### config.mk
export PLATFORM = sky130hd
export DESIGN_NAME = wb_stage
export DESIGN_NICKNAME = d
export VERILOG_FILES = /design/src/rtl/wb_stage_pkg.sv /design/src/rtl/wb_stage.sv
export SDC_FILE = /design/constraint.sdc
export NUM_CORES = 1
export LEC_CHECK = 0
export CAP_MARGIN = 40
export CORE_AREA = 2 2 211 213
export DETAILED_ROUTE_END_ITERATION = 10
export DIE_AREA = 0 0 213 215
export PLACE_DENSITY_LB_ADDON = 0.2
export SLEW_MARGIN = 20
export SYNTH_ARGS = -nofsm -noshare
export SYNTH_HDL_FRONTEND = slang
export SYNTH_SLANG_ARGS = --single-unit
### constraint.sdc
create_clock -name clk -period 1.2 [get_ports clk]
set_input_delay 0.18 -clock clk [delete_from_list [all_inputs] [get_ports clk]]
set_output_delay 0.18 -clock clk [all_outputs]
set_load 0.02 [all_outputs]
### src/rtl/wb_stage_pkg.sv
// Shared writeback-stage definitions: exception codes, CSR numbers and the
// MEM->WB bus layout used by the mem_stage boundary.
package wb_stage_pkg;

  localparam logic [5:0] ECODE_INT     = 6'h00;
  localparam logic [5:0] ECODE_SYS     = 6'h0b;
  localparam logic [5:0] ECODE_BRK     = 6'h0c;
  localparam logic [5:0] ECODE_INE     = 6'h0d;
  localparam logic [8:0] ESUBCODE_NONE = 9'h000;

  localparam logic [13:0] CSR_CRMD   = 14'h0000;
  localparam logic [13:0] CSR_ERA    = 14'h0006;
  localparam logic [13:0] CSR_EENTRY = 14'h000c;
  localparam logic [13:0] CSR_SAVE0  = 14'h0030;

  // Field order here defines the bit order of the packed ms_to_ws_bus.
  typedef struct packed {
    logic [31:0] pc;
    logic        gr_we;
    logic [4:0]  dest;
    logic [31:0] result;
    logic        csr_re;
    logic        csr_we;
    logic [13:0] csr_num;
    logic [31:0] csr_wmask;
    logic [31:0] csr_wvalue;
    logic        ex;
    logic [5:0]  ecode;
    logic [8:0]  esubcode;
    logic        ertn;
  } ms_to_ws_t;

  localparam int MS_TO_WS_BUS_WD = $bits(ms_to_ws_t);

endpackage

### src/rtl/wb_stage.sv
// Writeback stage: single commit point for GPR/CSR writes, exception entry
// and ERTN return; raises the one-cycle flush and redirect PC.
module wb_stage
  import wb_stage_pkg::*;
(
  input  logic        clk,
  input  logic        reset,
  input  logic        ms_to_ws_valid,
  output logic        ws_allowin,
  input  logic [31:0] ms_pc,
  input  logic        ms_gr_we,
  input  logic [4:0]  ms_dest,
  input  logic [31:0] ms_result,
  input  logic        ms_csr_re,
  input  logic        ms_csr_we,
  input  logic [13:0] ms_csr_num,
  input  logic [31:0] ms_csr_wmask,
  input  logic [31:0] ms_csr_wvalue,
  input  logic        ms_ex,
  input  logic [5:0]  ms_ecode,
  input  logic [8:0]  ms_esubcode,
  input  logic        ms_ertn,
  input  logic        has_int,
  input  logic [31:0] csr_rvalue,
  input  logic [31:0] csr_eentry,
  input  logic [31:0] csr_era,
  output logic        rf_we,
  output logic [4:0]  rf_waddr,
  output logic [31:0] rf_wdata,
  output logic        csr_re,
  output logic [13:0] csr_num,
  output logic        csr_we,
  output logic [31:0] csr_wmask,
  output logic [31:0] csr_wvalue,
  output logic        wb_ex,
  output logic [5:0]  wb_ecode,
  output logic [8:0]  wb_esubcode,
  output logic [31:0] wb_pc,
  output logic        eret_flush,
  output logic        ws_flush,
  output logic [31:0] flush_pc,
  output logic [31:0] debug_wb_pc,
  output logic [3:0]  debug_wb_rf_we,
  output logic [4:0]  debug_wb_rf_wnum,
  output logic [31:0] debug_wb_rf_wdata
);

  logic                       r_valid;
  ms_to_ws_t                  r_ms;
  logic [MS_TO_WS_BUS_WD-1:0] w_ms_to_ws_bus;
  logic                       w_int;
  logic                       w_ex_taken;

  assign w_ms_to_ws_bus = {ms_pc, ms_gr_we, ms_dest, ms_result,
                           ms_csr_re, ms_csr_we, ms_csr_num,
                           ms_csr_wmask, ms_csr_wvalue,
                           ms_ex, ms_ecode, ms_esubcode, ms_ertn};

  assign ws_allowin = 1'b1;

  // A flush squashes whatever MEM offers in the same cycle.
  always_ff @(posedge clk) begin
    if (reset) begin
      r_valid <= 1'b0;
      r_ms    <= '0;
    end else begin
      if (ws_flush)
        r_valid <= 1'b0;
      else if (ws_allowin)
        r_valid <= ms_to_ws_valid;
      if (ms_to_ws_valid && ws_allowin)
        r_ms <= ms_to_ws_t'(w_ms_to_ws_bus);
    end
  end

  assign w_int      = r_valid & has_int;
  assign w_ex_taken = r_valid & (r_ms.ex | has_int);

  assign wb_ex       = w_ex_taken;
  assign wb_ecode    = w_int ? ECODE_INT : r_ms.ecode;
  assign wb_esubcode = w_int ? ESUBCODE_NONE : r_ms.esubcode;
  assign wb_pc       = r_ms.pc;

  assign eret_flush = r_valid & r_ms.ertn & ~w_ex_taken;
  assign ws_flush   = wb_ex | eret_flush;
  assign flush_pc   = wb_ex ? csr_eentry : csr_era;

  // csr_we is masked on exceptions so it never coincides with wb_ex.
  assign csr_re     = r_valid & r_ms.csr_re;
  assign csr_we     = r_valid & r_ms.csr_we & ~w_ex_taken;
  assign csr_num    = r_ms.csr_num;
  assign csr_wmask  = r_ms.csr_wmask;
  assign csr_wvalue = r_ms.csr_wvalue;

  assign rf_we    = r_valid & r_ms.gr_we & ~w_ex_taken;
  assign rf_waddr = r_ms.dest;
  assign rf_wdata = csr_re ? csr_rvalue : r_ms.result;

  assign debug_wb_pc       = r_ms.pc;
  assign debug_wb_rf_we    = {4{rf_we}};
  assign debug_wb_rf_wnum  = rf_waddr;
  assign debug_wb_rf_wdata = rf_wdata;

endmodule

==> metrics.md, run 1 <==
| Metric | Value |
|---|---|
| First-pass GRT wire length | `41200 microns` |
| Final GP Congestion | `0.806` |
| FMAX | `510 MHz` |
| Pre-CTS setup slack | `-0.980 ns` |
| Reg2reg end | `r_valid$_SDFF_PP0_` |
| Clock Sinks | `168` |
| Final Power | `15.9 mW` |
| Root buffer cell | `clkbuf_16` |
| CP startpoint kind | `flop` |
| CP max stage delay | `0.34 ns` |
| Cells after Synth | `827` |
| Clock buffer depth | `2` |
| Register bit total from synthesis | `168` |
| Status | `finished with violations` |
| DR iter-0 viols | `153` |
| Core area | `43600 sq um` |
| Die height | `215 microns` |
| ANT cells | `0` |
| Avg Vias per Cell | `3.62` |
| Max cap viols | `0` |
| Vias | `6577` |
| Crit path required time | `1.02 ns` |
| CTS clk-pin slew, worst paths | `0.07 ns` |
| Detailed-route DRC error count | `0` |
| Sequential share of the synthesized area | `40.5%` |
| Hold Path Depth | `2` |
| Final period util | `163%` |
| Non-Filler Instances | `1815` |
| Min Tclk post-route | `1.96 ns` |
| Post-synth top area share | `40.5%` |
| Initial Util | `19.1%` |
| Global Route Usage Sum | `11.9%` |
| Hpwl dp | `21800 microns` |
| CP bufs+invs | `3` |
| Synthesized area per cell | `10.1 sq um` |
| Hold Path Class | `in2reg` |
| Syn-to-layout area delta | `65.2%` |
| Final Skew | `0.000500 ns` |
| Max-slew violations | `0` |
| Fillers | `4583` |
| Leak Pwr | `6.59 nW` |
| Largest net degree at the start of global routing | `42` |
| RSZ-0062 raised after global routing | `true` |
| Cells on worst reg2reg path | `3` |
| Row cnt | `77` |
| Family with the most delay on the worst path | `buffers and inverters` |
| Layout Nets | `1478` |
| Synth area leader | `dfxtp_1` |
| Antenna-violating nets left | `0` |
| CP max FO | `7` |
| Final number of hold-violating endpoints | `0` |
| CP arrival | `1.78 ns` |
| Port Buffers | `539` |
| Die area | `45800 sq um` |
| Syn nets | `1094` |
| RR Startpoint | `r_ms[16]$_SDFFE_PP0P_` |
| Worst-Skew Late Latency | `0.43 ns` |
| Setup ws final | `-0.759 ns` |
| Synth cell types | `18` |
| Hold_sp | `reset` |
| Synthesized area | `8310 sq um` |
| Hold slack | `0.0469 ns` |
| Layout cells sized above 1 | `38.5%` |
| Vias in the first global route | `6515` |
| Num CTS Buffers | `17` |
| Overflow after GRT | `0` |
| Wirelength, routed | `28400 microns` |
| Crit path capture type | `output port` |
| Critical path cell sequence | `o21ai_4 > buf_4 > buf_16 > mux2_4 > buf_2` |
| Asr flop ratio synth | `0%` |
| CP max stage cell | `dfxtp_2` |
| CP Class | `reg2out` |
| Worst Hold End | `debug_wb_pc[25]$_SDFFE_PP0P_` |
| Ports | `541` |
| Setup TNS | `-79.43 ns` |
| Leading register cell type out of synthesis | `dfxtp_1` |
| TritonCTS clock tree | `built` |
| 1st-pass router iterations | `4` |
| Number of synthesized flops with an enable pin | `0` |
| Failing checks | `setup timing` |
| Final Setup Violations | `121` |
| Routed WL per cell | `15.7 microns` |
| Synth top area cells | `dfxtp_1 (40%), mux2i_1 (20%), buf_4 (17%), mux2_2 (8.7%), nor2_1 (7.5%)` |
| Cell Pwr Density | `1160 nW/um^2` |
| DIE WIDTH | `213 microns` |
| VDD IR-drop max | `901 uV` |
| Cell total after placement | `1757` |
| YS warnings | `0` |
| Reg2reg setup slack | `0.15 ns` |
| Number of H-tree levels | `4` |
| Initial antenna violation count | `0` |
==> layer usage <==
| metal | vias to the layer above | share of wire [%] | GRT usage [%] |
|---|---|---|---|
| li1 | 3282 | - | - |
| met1 | 3018 | 42 | 14.4 |
| met2 | 255 | 49 | 20.3 |
| met3 | 22 | 6.9 | 3.54 |
| met4 | 0 | 1.6 | 3.50 |
| met5 | - | 0 | 0 |
==> registers in the layout (all words and copies together), names as in the netlist <==
register / flops
csr_num: 14
csr_wmask: 32
csr_wvalue: 32
debug_wb_pc: 32
debug_wb_rf_wnum: 5
r_ms: 52
r_valid: 1
==> cells by family (layout without fill, tap and decap cells) <==
logic type,after synthesis,in the layout,share of synthesized area [%]
buffers and inverters,236,632,21.3
multiplexers,231,231,28.8
AND/OR/NAND/NOR,189,189,9.19
flip-flops,168,168,40.5
AO/OA/AOI/OAI,2,2,0.226
other,1,1,0.0451
==> repair_timing <==
action | CTS | global route
hold buffers | 0 | 0
pin swaps | 1 | 3
resized for setup | 1217 | 194
cloned | 3 | 1
endpoints found under the setup margin | 272 | 171
buffers inserted | 5 | 21
==> worst reg2reg max path, stage by stage, from the launching register on <==
cell and delay (ns):
dfxtp_2 0.34, buf_4 0.15, o31a_4 0.33, nor3b_1 0.16
==> layout by cell type, fill, tap and decap left out, types with 4 or more instances in the layout <==
cell	count
dfxtp_2	26
nor2_1	167
mux2_2	4
mux2_4	60
and2_1	11
buf_6	107
buf_2	112
buf_4	97
buf_12	9
clkbuf_16	19
mux2i_1	167
clkinvlp_4	4
buf_8	4
dfxtp_1	140
and2_4	7
clkdlybuf4s50_1	264
==> cell type report <==
cell class | count | area, sq um | area share, %
Clock buffer | 19 | 464 | 3.38
Clock inverter | 12 | 165 | 1.20
Inverter | 2 | 7.51 | 0.0546
Multi-Input combinational cell | 423 | 3460 | 25.2
Sequential cell | 168 | 3400 | 24.8
Tap cell | 592 | 741 | 5.39
Timing Repair Buffer | 599 | 5490 | 40.0
==> per-stage QoR <==
step           utilization, %  cell area [sq um]
2_1_floorplan               -               8670
3_3_place_gp             30.4              13300
3_5_place_dp             30.4              13300
4_1_cts                  29.9              13100
5_1_grt                  31.5              13700
6_report                 31.5              13700
==> worst max path at each step <==
stage,to,start,depth (start not counted)
final,flush_pc[6],r_ms[16]$_SDFFE_PP0P_,5
after global routing,flush_pc[6],r_ms[16]$_SDFFE_PP0P_,5
after CTS,debug_wb_rf_wdata[26],r_valid$_SDFF_PP0_,4
after floorplan,rf_wdata[10],r_valid$_SDFF_PP0_,4
after global placement,flush_pc[21],has_int,5
after detailed placement,flush_pc[8],has_int,5
==> report_power, final <==
part,internal [mW],switching (mW)
registers,5.92,0.208
clock network,3.47,2.43
logic,2.17,1.74
==> cell usage after synthesis (all sizes together), types with 2 or more instances <==
master	number
nor3b	2
nor2	167
nand2	2
clkbuf	15
buf	219
dfxtp	168
mux2i	167
mux2	64
inv	2
and2	18
No activity file was read; power rests on OpenSTA's default activity.
==> run 2: changes to the inputs <==
--- a/config.mk
+++ b/config.mk
@@ -5,6 +5,7 @@
 export SDC_FILE = /design/constraint.sdc
 export NUM_CORES = 1
 export LEC_CHECK = 0
+export ABC_CLOCK_PERIOD_IN_PS = 1200
 export CAP_MARGIN = 40
 export CORE_AREA = 2 2 211 213
 export DETAILED_ROUTE_END_ITERATION = 10
==> results of run 2 <==
Final layout, timing and power as in run 1 (identical DEF).
==> run 3: changes to the inputs <==
--- a/config.mk
+++ b/config.mk
@@ -7,7 +7,7 @@
 export LEC_CHECK = 0
 export ABC_CLOCK_PERIOD_IN_PS = 1200
 export CAP_MARGIN = 40
-export CORE_AREA = 2 2 211 213
+export CORE_AREA = 8 8 205 207
 export DETAILED_ROUTE_END_ITERATION = 10
 export DIE_AREA = 0 0 213 215
 export PLACE_DENSITY_LB_ADDON = 0.2
==> run 3 against run 2 <==
Compared with the run above: the run still ends with setup timing left; sequential power is essentially flat; setup slack gained 0.075 ns; routed wire length grew 17%; cell count shrank 4.1%.
==> metrics.md, run 3 (same netlist as run 1, synthesis figures left out) <==
| Metric | Value |
|---|---|
| Initial Util | `21.3% (+2.3 points)` |
| DIE WIDTH | `213 microns (unchanged)` |
| Setup ws final | `-0.684 ns (+0.0754 ns)` |
| Initial antenna violation count | `1 (+1)` |
| Cell Pwr Density | `1130 nW/um^2 (-3.0%)` |
| Worst Hold End | `debug_wb_pc[21]$_SDFFE_PP0P_` |
| Avg Vias per Cell | `3.79 (+4.5%)` |
| Commonest non-fill, non-tap cell in the layout | `clkdlybuf4s50_1` |
| Final number of hold-violating endpoints | `0 (unchanged)` |
| Final Power | `15.6 mW (-2.2%)` |
| Clock Sinks | `168 (unchanged)` |
| Setup TNS | `-70.90 ns (+8.53 ns)` |
| Routed WL per cell | `19.1 microns (+22%)` |
| Final Setup Violations | `122 (+0.83%)` |
| Max-slew violations | `0 (unchanged)` |
| Most frequent cells in the layout | `clkdlybuf4s50_1 (263), mux2i_1 (167), nor2_1 (167), dfxtp_1 (135), buf_6 (135)` |
| Hold slack | `0.136 ns (+0.0886 ns)` |
| Clock buffer depth | `2 (unchanged)` |
| FMAX | `531 MHz (+4.0%)` |
| Global Route Usage Sum | `13.7% (+1.8 points)` |
| Worst-Skew Late Latency | `0.44 ns (about the same)` |
| Final GP Congestion | `0.798 (-1.0%)` |
| Register with the most flip-flops | `r_ms` |
| CP max FO | `8 (+1)` |
| Hold Path Class | `in2reg` |
| Crit path capture type | `output port` |
| First-pass GRT wire length | `46900 microns (+14%)` |
| Number of H-tree levels | `4 (unchanged)` |
| Hpwl dp | `25900 microns (+19%)` |
| Max FFs per register | `52 (unchanged)` |
| CP Class | `reg2out` |
| Pre-CTS setup slack | `-1.06 ns (-0.0818 ns)` |
| CP startpoint kind | `flop` |
| Vias in the first global route | `6894 (+5.8%)` |
| Cell total after placement | `1689 (-3.9%)` |
| VDD IR-drop max | `927 uV (+2.9%)` |
| Die height | `215 microns (unchanged)` |
| Reg2reg setup slack | `-0.02 ns (-0.17 ns)` |
| Finished Cell Area | `13800 sq um (+0.79%)` |
| Failing checks | `setup timing` |
| Root buffer cell | `clkbuf_16` |
| Ports | `541 (unchanged)` |
| Min Tclk post-route | `1.88 ns (-0.0754 ns)` |
| Hold_sp | `ms_to_ws_valid` |
| TritonCTS clock tree | `built` |
| Overflow after GRT | `0 (unchanged)` |
| Non-Filler Instances | `1741 (-4.1%)` |
| 1st-pass router iterations | `4 (unchanged)` |
| RR Startpoint | `r_ms[16]$_SDFFE_PP0P_` |
| Final period util | `157% (-6.3 points)` |
| Core area | `39000 sq um (-11%)` |
| Syn-to-layout area delta | `66.5%` |
| Port Buffers | `539 (unchanged)` |
| Largest net degree at the start of global routing | `76 (+81%)` |
| Wirelength, routed | `33200 microns (+17%)` |
| RSZ-0062 raised after global routing | `true` |
| Hold Path Depth | `3 (+1)` |
| Final Skew | `0.00595 ns (+0.00545 ns)` |
| DR iter-0 viols | `192 (+25%)` |
| Status | `finished with violations` |
| Cells on worst reg2reg path | `5 (+2)` |
| Leak Pwr | `6.64 nW (+0.72%)` |
| Antenna-violating nets left | `0 (unchanged)` |
| Row cnt | `73 (-5.2%)` |
| Num CTS Buffers | `17 (unchanged)` |
| Final core occ | `35.5% (+4.0 points)` |
| Layout Nets | `1469 (-0.61%)` |
| Layout cells sized above 1 | `39.4% (+0.91 points)` |
| Max cap viols | `0 (unchanged)` |
| Vias | `6595 (+0.27%)` |
| CP startpoint | `r_ms[16]$_SDFFE_PP0P_` |
| CTS clk-pin slew, worst paths | `0.07 ns (about the same)` |
| Crit path required time | `1.02 ns (about the same)` |
| Detailed-route DRC error count | `0 (unchanged)` |
| CP arrival | `1.70 ns (-0.08 ns)` |
| Placed inst area | `13200 sq um (-0.49%)` |
| Reg2reg end | `r_valid$_SDFF_PP0_` |
| Die area | `45800 sq um (unchanged)` |
[run 3: final cells by class]
cell class                 instances  area [sq um]
sequential                       168          3410
antenna                            1          2.50
tap                              525           657
clock buffer                      22           484
multi-input combinational        423          3520
clock inverter                    10          81.3
fill                            4099         25200
timing repair buffer             590          5680
inverter                           2          12.5
[run 3: worst max-delay path by stage]
stage / endpoint / slack (ns) / cells past startpoint
final: flush_pc[14] / -0.68 / 5
after global routing: flush_pc[13] / -0.76 / 5
after CTS: flush_pc[3] / -0.77 / 6
after detailed placement: flush_pc[9] / -1.06 / 5
after global placement: flush_pc[21] / -1.07 / 5
after floorplan: rf_wdata[10] / -0.1 / 4
[run 3: timing repair]
action	in CTS	in global routing
buffers inserted	7	10
hold buffers	0	0
endpoints found under the setup margin	272	166
resized for setup	1269	223
cloned	4	3
pin swaps	1	13
[run 3: worst max-delay path: stages (launching register included)]
cell,delay (ns)
dfxtp_2,0.34
o21ai_4,0.15
buf_6,0.17
buf_12,0.15
mux2_4,0.31
buf_6,0.13
[run 3: metal layers]
layer	part of all wire (%)	wire (microns)	track usage (%)	vias to the layer above
li1	-	-	-	3260
met1	40	13400	15.4	3069
met2	50	16600	23.8	248
met3	8.7	2900	5.28	18
met4	1.1	378	3.57	0
met5	0	0	0	-
[run 3: where the power goes]
part | switching (mW) | total (mW) | internal (mW) | leakage [nW]
Combinational | 1.82 | 4.12 | 2.29 | 4.97
Sequential | 0.216 | 6.14 | 5.92 | 1.40
Clock | 2.43 | 5.34 | 2.91 | 0.276
